$ cat src/rtl/imem_arbiter_if.sv
// Bundle of signals around the instruction-memory arbiter: fetch port, loader port and memory port.
// The arbiter takes the slave side; requesters and the memory array together form the master side.
interface imem_arbiter_if;
    logic        FetchReq;
    logic [31:0] FetchAddr;
    logic        FetchGnt;
    logic        FetchRspValid;
    logic [31:0] FetchRspData;
    logic        FetchRspErr;

    logic        LoadReq;
    logic        LoadWe;
    logic [31:0] LoadAddr;
    logic [31:0] LoadWData;
    logic        LoadLock;
    logic        LoadGnt;
    logic        LoadRspValid;
    logic [31:0] LoadRspData;
    logic        LoadRspErr;
    logic        LockActive;

    logic [31:0] MemAddr;
    logic        MemWe;
    logic [31:0] MemWData;
    logic [31:0] MemRData;

    // Handshake: a request is accepted in the cycle where Req and Gnt are both high.
    // A request that sees Gnt=0 must hold Req/Addr/WData stable and retry next cycle.
    // Every accepted request produces exactly one RspValid pulse on the following cycle.
    modport slave (
        input  FetchReq, FetchAddr,
        output FetchGnt, FetchRspValid, FetchRspData, FetchRspErr,
        input  LoadReq, LoadWe, LoadAddr, LoadWData, LoadLock,
        output LoadGnt, LoadRspValid, LoadRspData, LoadRspErr, LockActive,
        output MemAddr, MemWe, MemWData,
        input  MemRData
    );

    modport master (
        output FetchReq, FetchAddr,
        input  FetchGnt, FetchRspValid, FetchRspData, FetchRspErr,
        output LoadReq, LoadWe, LoadAddr, LoadWData, LoadLock,
        input  LoadGnt, LoadRspValid, LoadRspData, LoadRspErr, LockActive,
        input  MemAddr, MemWe, MemWData,
        output MemRData
    );
endinterface

$ cat src/rtl/imem_arbiter.sv
// Single-port arbiter for the instruction memory: fetch has priority, the loader is protected
// from starvation and can lock the memory for bulk loads. Responses come back one cycle later.
module imem_arbiter #(
    parameter int          DEPTH_WORDS = 64,
    parameter int          MAX_STARVE  = 4,
    parameter logic [31:0] NOP_INSTR   = 32'h0000_0013
) (
    input  logic                 clk,
    input  logic                 rst,
    imem_arbiter_if.slave        bus,
    output logic [0:0]           o_dbg_state,
    output logic [3:0]           o_dbg_starve_cnt
);

    typedef enum logic [0:0] {
        ST_RUN    = 1'b0,
        ST_LOCKED = 1'b1
    } state_t;

    state_t      r_state;
    logic [3:0]  r_starve_cnt;
    logic        r_lock_active;
    logic        r_fetch_rsp_valid;
    logic [31:0] r_fetch_rsp_data;
    logic        r_fetch_rsp_err;
    logic        r_load_rsp_valid;
    logic [31:0] r_load_rsp_data;
    logic        r_load_rsp_err;

    logic w_locked;
    logic w_starved;
    logic w_load_gnt;
    logic w_fetch_gnt;
    logic w_fetch_err;
    logic w_load_err;
    logic w_load_denied;

    function automatic logic addr_err(input logic [31:0] a);
        return (a[1:0] != 2'b00) || ({2'b00, a[31:2]} >= 32'(DEPTH_WORDS));
    endfunction

    assign w_locked      = (r_state == ST_LOCKED);
    assign w_starved     = (r_starve_cnt == 4'(MAX_STARVE));
    assign w_load_gnt    = bus.LoadReq & (w_locked | ~bus.FetchReq | w_starved);
    assign w_fetch_gnt   = bus.FetchReq & ~w_load_gnt & ~w_locked;
    assign w_fetch_err   = addr_err(bus.FetchAddr);
    assign w_load_err    = addr_err(bus.LoadAddr);
    assign w_load_denied = ~w_locked & ~bus.LoadLock & bus.LoadReq & ~w_load_gnt;

    assign bus.FetchGnt = w_fetch_gnt;
    assign bus.LoadGnt  = w_load_gnt;

    // Idle cycles present the fetch address so the array read path stays warm for fetch.
    assign bus.MemAddr  = w_load_gnt ? bus.LoadAddr : bus.FetchAddr;
    assign bus.MemWData = w_load_gnt ? bus.LoadWData : 32'h0;
    assign bus.MemWe    = w_load_gnt & bus.LoadWe & ~w_load_err;

    always_ff @(posedge clk) begin
        if (rst) begin
            r_state           <= ST_RUN;
            r_starve_cnt      <= 4'd0;
            r_lock_active     <= 1'b0;
            r_fetch_rsp_valid <= 1'b0;
            r_fetch_rsp_data  <= 32'h0;
            r_fetch_rsp_err   <= 1'b0;
            r_load_rsp_valid  <= 1'b0;
            r_load_rsp_data   <= 32'h0;
            r_load_rsp_err    <= 1'b0;
        end else begin
            case (r_state)
                ST_RUN:    if (bus.LoadLock)  r_state <= ST_LOCKED;
                ST_LOCKED: if (!bus.LoadLock) r_state <= ST_RUN;
                default:   r_state <= ST_RUN;
            endcase
            // Both transitions follow the LoadLock level, so the next state is simply LoadLock.
            r_lock_active <= bus.LoadLock;

            if (w_load_denied && !w_starved)
                r_starve_cnt <= r_starve_cnt + 4'd1;
            else if (!w_load_denied)
                r_starve_cnt <= 4'd0;

            r_fetch_rsp_valid <= w_fetch_gnt;
            if (w_fetch_gnt) begin
                r_fetch_rsp_data <= w_fetch_err ? NOP_INSTR : bus.MemRData;
                r_fetch_rsp_err  <= w_fetch_err;
            end

            r_load_rsp_valid <= w_load_gnt;
            if (w_load_gnt) begin
                r_load_rsp_data <= (w_load_err || bus.LoadWe) ? 32'h0 : bus.MemRData;
                r_load_rsp_err  <= w_load_err;
            end
        end
    end

    assign bus.FetchRspValid = r_fetch_rsp_valid;
    assign bus.FetchRspData  = r_fetch_rsp_data;
    assign bus.FetchRspErr   = r_fetch_rsp_err;
    assign bus.LoadRspValid  = r_load_rsp_valid;
    assign bus.LoadRspData   = r_load_rsp_data;
    assign bus.LoadRspErr    = r_load_rsp_err;
    assign bus.LockActive    = r_lock_active;

    assign o_dbg_state      = r_state;
    assign o_dbg_starve_cnt = r_starve_cnt;

endmodule

$ cat src/flat_wrapper.sv
// flat-port wrapper written by rule: the top's interface ports become plain ports
module imem_arbiter_flat 
#(
    parameter int          DEPTH_WORDS = 64,
    parameter int          MAX_STARVE  = 4,
    parameter logic [31:0] NOP_INSTR   = 32'h0000_0013
)
  (clk, rst, o_dbg_state, o_dbg_starve_cnt, bus_FetchReq, bus_FetchAddr, bus_FetchGnt, bus_FetchRspValid, bus_FetchRspData, bus_FetchRspErr, bus_LoadReq, bus_LoadWe, bus_LoadAddr, bus_LoadWData, bus_LoadLock, bus_LoadGnt, bus_LoadRspValid, bus_LoadRspData, bus_LoadRspErr, bus_LockActive, bus_MemAddr, bus_MemWe, bus_MemWData, bus_MemRData);
  imem_arbiter_if bus_i ();
  input  logic clk;
  input  logic rst;
  output logic [0:0] o_dbg_state;
  output logic [3:0] o_dbg_starve_cnt;
  input wire logic [$bits(bus_i.FetchReq)-1:0] bus_FetchReq;
  input wire logic [$bits(bus_i.FetchAddr)-1:0] bus_FetchAddr;
  output wire logic [$bits(bus_i.FetchGnt)-1:0] bus_FetchGnt;
  output wire logic [$bits(bus_i.FetchRspValid)-1:0] bus_FetchRspValid;
  output wire logic [$bits(bus_i.FetchRspData)-1:0] bus_FetchRspData;
  output wire logic [$bits(bus_i.FetchRspErr)-1:0] bus_FetchRspErr;
  input wire logic [$bits(bus_i.LoadReq)-1:0] bus_LoadReq;
  input wire logic [$bits(bus_i.LoadWe)-1:0] bus_LoadWe;
  input wire logic [$bits(bus_i.LoadAddr)-1:0] bus_LoadAddr;
  input wire logic [$bits(bus_i.LoadWData)-1:0] bus_LoadWData;
  input wire logic [$bits(bus_i.LoadLock)-1:0] bus_LoadLock;
  output wire logic [$bits(bus_i.LoadGnt)-1:0] bus_LoadGnt;
  output wire logic [$bits(bus_i.LoadRspValid)-1:0] bus_LoadRspValid;
  output wire logic [$bits(bus_i.LoadRspData)-1:0] bus_LoadRspData;
  output wire logic [$bits(bus_i.LoadRspErr)-1:0] bus_LoadRspErr;
  output wire logic [$bits(bus_i.LockActive)-1:0] bus_LockActive;
  output wire logic [$bits(bus_i.MemAddr)-1:0] bus_MemAddr;
  output wire logic [$bits(bus_i.MemWe)-1:0] bus_MemWe;
  output wire logic [$bits(bus_i.MemWData)-1:0] bus_MemWData;
  input wire logic [$bits(bus_i.MemRData)-1:0] bus_MemRData;
  assign bus_i.FetchReq = bus_FetchReq;
  assign bus_i.FetchAddr = bus_FetchAddr;
  assign bus_FetchGnt = bus_i.FetchGnt;
  assign bus_FetchRspValid = bus_i.FetchRspValid;
  assign bus_FetchRspData = bus_i.FetchRspData;
  assign bus_FetchRspErr = bus_i.FetchRspErr;
  assign bus_i.LoadReq = bus_LoadReq;
  assign bus_i.LoadWe = bus_LoadWe;
  assign bus_i.LoadAddr = bus_LoadAddr;
  assign bus_i.LoadWData = bus_LoadWData;
  assign bus_i.LoadLock = bus_LoadLock;
  assign bus_LoadGnt = bus_i.LoadGnt;
  assign bus_LoadRspValid = bus_i.LoadRspValid;
  assign bus_LoadRspData = bus_i.LoadRspData;
  assign bus_LoadRspErr = bus_i.LoadRspErr;
  assign bus_LockActive = bus_i.LockActive;
  assign bus_MemAddr = bus_i.MemAddr;
  assign bus_MemWe = bus_i.MemWe;
  assign bus_MemWData = bus_i.MemWData;
  assign bus_i.MemRData = bus_MemRData;
  imem_arbiter #(.DEPTH_WORDS(DEPTH_WORDS), .MAX_STARVE(MAX_STARVE), .NOP_INSTR(NOP_INSTR)) u_core (.clk(clk), .rst(rst), .bus(bus_i), .o_dbg_state(o_dbg_state), .o_dbg_starve_cnt(o_dbg_starve_cnt));
endmodule
$ cat config.mk
export PLATFORM = sky130hd
export DESIGN_NAME = imem_arbiter_flat
export DESIGN_NICKNAME = d
export VERILOG_FILES = /design/src/rtl/imem_arbiter_if.sv /design/src/rtl/imem_arbiter.sv /design/src/flat_wrapper.sv
export SDC_FILE = /design/constraint.sdc
export NUM_CORES = 1
export LEC_CHECK = 0
export CAP_MARGIN = 20
export CORE_AREA = 5 5 104 106
export CTS_CLUSTER_DIAMETER = 50
export CTS_CLUSTER_SIZE = 30
export DETAILED_ROUTE_END_ITERATION = 6
export DIE_AREA = 0 0 109 111
export DONT_BUFFER_PORTS = 1
export PLACE_DENSITY_LB_ADDON = 0.08
export SYNTH_ARGS = -nofsm -noshare
export SYNTH_HDL_FRONTEND = slang
export SYNTH_SLANG_ARGS = --single-unit
export TNS_END_PERCENT = 5
$ cat constraint.sdc
create_clock -name clk -period 2.8 [get_ports clk]
set_clock_uncertainty 0.2 [all_clocks]
set_input_delay 0.56 -clock clk [delete_from_list [all_inputs] [get_ports clk]]
set_output_delay 0.56 -clock clk [all_outputs]
set_load 0.005 [all_outputs]
==> qor.csv, run 1 <==
stage;metric;value;unit
clocking;Worst-Skew Late Latency;0.35;ns
pwr;sequential share of power;50.9;%
layout;layout cells sized above 1;6.61;%
critical_path;worst r2r src;u_core.o_dbg_starve_cnt[0];
critical_path;R2R depth;8;
timing;Worst slew margin;63.1;%
timing;Worst Max-Slew Pin Slew;0.548;ns
timing;min Tclk post-route;2.65;ns
routing;top layer in use;met5;
synth;top post-synthesis cells by area;dfxtp_1 39%, nand2_1 13%, nand3b_1 12%, nand4_1 5.7%, and2_1 5.4%;
synth;Post-Syn Instances;491;
routing;Post-Route WL;13500;um
routing;# DRC;0;
critical_path;Reg-to-Reg End;u_core.bus.FetchRspData[6];
synth;cell taking the most area after synthesis;dfxtp_1;
pwr;Psw;0.530;mW
placement;number of instances in the placed design;588;
global_route;vias in the first global route;3276;
routing;DRT iter0 DRCs;290;
synth;asr flop ratio synth;0;%
die;Die Span X;109;um
timing;Final TNS setup;0;ns
synth;Yosys reg bits;73;
routing;Routed Antenna Nets;0;
synth;most common cell in the netlist;nand2_1;
layout;area of the multi-input gates;1970;um2
layout;Synth-to-Final Area Change;6.00;%
die;boundary pin count;275;
clocking;clk root buf;clkbuf_8;
min_path;Hold Crit Class;in -> reg;
critical_path;Critical Path RT;2.04;ns
clocking;CTS max path bufs;2;
global_route;pin count of the biggest net entering global routing;100;
timing;fmax;0.377;GHz
timing;Slew Limit Fails;0;
layout;final non-filler cell total;604;
global_route;overall global routing resource usage;21.6;%
die;Initial Utilization;38.3;%
pwr;power consumption;2.07;mW
job;maxcap violations;0;
placement;Post-DP HPWL;9960;um
pwr;Sw Share;25.6;%
layout;sequential standard cell area;1460;um2
critical_path;Crit Path Class;reg -> out;
synth;Netlist cell types;37;
min_path;Worst Hold End;u_core.bus.LoadRspData[17];
die;placement row count;36;
routing;vias;3382;
critical_path;crit-path max FO;54;
routing;vias per std cell;5.60;
routing;Metal-1 WL;5040;um
synth;Post-synth top cells;129 x nand2_1, 73 x dfxtp_1, 58 x nand3b_1, 36 x a21oi_1, 34 x nand4_1;
routing;DR pass1 iterations;5;
critical_path;max incr delay on CP;0.38;ns
placement;gpl congestion;0.881;
clocking;postcts setup bufs;0;
die;Die H;111;um
die;area of the core;9680;um2
synth;ys flop type;dfxtp_1;
timing;Final period util;94.7;%
pwr;Power Dens Cells;526;nW/um2
critical_path;Critical Path Slowest Stage Cell;dfxtp_2;
synth;post-synthesis sequential area ratio;39.4;%
timing;RSZ-0062 raised after global routing;no;
pwr;cell internal pwr;1.54;mW
pwr;Leak Pwr;1.41;nW
synth;post-synth top area share;39.4;%
timing;WHS;0.0826;ns
routing;wire length per cell;22.3;um
global_route;Congestion Overflow GR;0;
synth;Post-synth EDFFs;0;
critical_path;flop2flop setup slack;0.82;ns
timing;Final Setup Violations;0;
critical_path;Setup crit start kind;register;
routing;DR WL met2;6550;um
critical_path;WP data arrival;1.89;ns
clocking;clk slew on worst S/H paths;0.07;ns
global_route;initial antenna violation count;2;
run_status;outcome;finished, final reports clean;
global_route;first-pass GRT wire length;20100;um
min_path;Worst Hold Path Cells;1;
die;Die ar.;12100;um2
synth;syn_nets;627;
clocking;CTS Buf Count;9;
synth;Syn Area/Cell;7.56;um2
clocking;clk sink count;73;
critical_path;CP endpoint kind;output port;
pwr;Peak VDD IR;0.000185;V
routing;length of routed met3 wiring;1550;um
placement;input/output buffers;0;
synth;Mapped Area;3710;um2
clocking;CTS H-tree lvls;3;
critical_path;Critical Path, Cell by Cell;inv_1, ha_1, and3b_1, o21ai_4, inv_2, buf_6, and2_1;
pwr;clock group share of total power;38.9;%
min_path;hold_sp;rst;
layout;Filler Cell Count;1018;
layout;Layout Nets;602;
clocking;TritonCTS clock tree;done;
timing;endpoints failing hold;0;
pwr;Gate power share;10.2;%
synth;synth warn;0;
-- power by group through the flow --
stage | Clock (mW) | Combinational (mW) | Sequential (mW)
2_1_floorplan | 0 | 0.177 | 1.07
6_report | 0.804 | 0.212 | 1.05
4_1_cts | 0.829 | 0.213 | 1.05
3_5_place_dp | 0 | 0.213 | 1.08
5_1_grt | 0.867 | 0.233 | 1.05
3_3_place_gp | 0 | 0.211 | 1.08
-- routing by layer --
layer,vias to the layer above,track usage (%)
met1,1564,26.4
met3,25,7.80
met4,2,9.68
met2,176,33.6
li1,1615,-
met5,-,0
-- flip-flops by register name, summed over array words and instances (netlist names) --
register                  cells
u_core.bus.LockActive         1
u_core.bus.FetchRspErr        1
u_core.bus.LoadRspValid       1
u_core.bus.LoadRspData       32
u_core.bus.LoadRspErr         1
u_core.bus.FetchRspValid      1
u_core.o_dbg_starve_cnt       4
u_core.bus.FetchRspData      32
-- repair_timing --
| action | CTS | global route |
|---|---|---|
| gates resized for setup | 0 | 6 |
| endpoints found under the setup margin | 0 | 58 |
| hold buffers | 0 | 0 |
-- worst max-delay path, delay by kind of cell (launching register included) --
kind,cells,cell delay (ns)
adder cells (fa/ha/maj),1,0.18
AO/OA/AOI/OAI,1,0.19
buffers and inverters,3,0.33
flip-flops,1,0.38
AND/OR/NAND/NOR,2,0.46
-- area by class of cell --
| cell class | count | share of cell area [%] |
|---|---|---|
| inverters | 9 | 0.859 |
| clock inverters | 4 | 1.15 |
| multi-input cells | 362 | 50.1 |
| repair buffers | 11 | 2.80 |
| clock buffers | 10 | 3.50 |
| flip-flops and latches | 73 | 37.2 |
| well taps | 133 | 4.23 |
| diodes | 2 | 0.127 |
-- cell usage in the layout (no fill, tap or decap) --
| cell type | n |
|---|---|
| inv_1 | 8 |
| nor2_1 | 10 |
| buf_4 | 7 |
| o31a_1 | 3 |
| o21a_1 | 1 |
| diode_2 | 2 |
| and3_1 | 2 |
| buf_12 | 1 |
| o21ai_0 | 20 |
| and2_1 | 32 |
| buf_8 | 1 |
| nand3_1 | 2 |
| nor3_1 | 2 |
| ha_1 | 2 |
| a21oi_1 | 36 |
| o21ai_1 | 9 |
| and4_1 | 1 |
| nor4bb_4 | 1 |
| nor4_1 | 10 |
| and3b_1 | 1 |
| nor2b_1 | 1 |
| a21o_1 | 1 |
| nand3b_1 | 58 |
| clkinv_2 | 3 |
| dfxtp_2 | 2 |
| a211oi_1 | 1 |
| clkbuf_8 | 10 |
| nand4_1 | 34 |
| nand2_1 | 129 |
| xor2_1 | 1 |
| inv_2 | 1 |
| or4_1 | 1 |
| bufinv_16 | 1 |
| o21ai_4 | 1 |
| dfxtp_1 | 71 |
| nand2b_1 | 1 |
| xnor2_1 | 1 |
| or4_4 | 1 |
| buf_6 | 2 |
-- metrics by stage --
step	util, %	setup WS [ns]	cell area [um2]
finish	40.6	0.148	3930
global route	40.6	0.0383	3930
CTS	40.4	0.00477	3910
detailed placement	38.5	0.389	3730
global placement	38.5	0.391	3730
floorplan	-	0.417	3710
-- how the worst max path moves through the flow --
stage,start,end,cells past startpoint
after global routing,u_core.o_dbg_starve_cnt[0],bus_MemWData[30],7
after detailed placement,bus_LoadAddr[25],bus_MemWe,4
after CTS,u_core.o_dbg_starve_cnt[0],bus_MemAddr[25],7
after floorplan,u_core.o_dbg_starve_cnt[0],bus_MemAddr[16],8
final,u_core.o_dbg_starve_cnt[0],bus_MemWData[30],7
after global placement,bus_LoadAddr[25],bus_MemWe,4
-- cells by family after synthesis --
kind of cell    share of synthesized area [%]
compound gates                           10.2
xor+xnor                                0.472
fa+ha+maj                               0.674
buf+inv                                  8.19
flops                                    39.4
simple gates                             41.1
Note: power is estimated with default switching activity, not from simulation.
==> inputs of run 2 (changes only) <==
Settings changed: TNS_END_PERCENT 5 to 100.
==> results of run 2 <==
The final DEF is identical to that of run 1; final timing and power are the same.
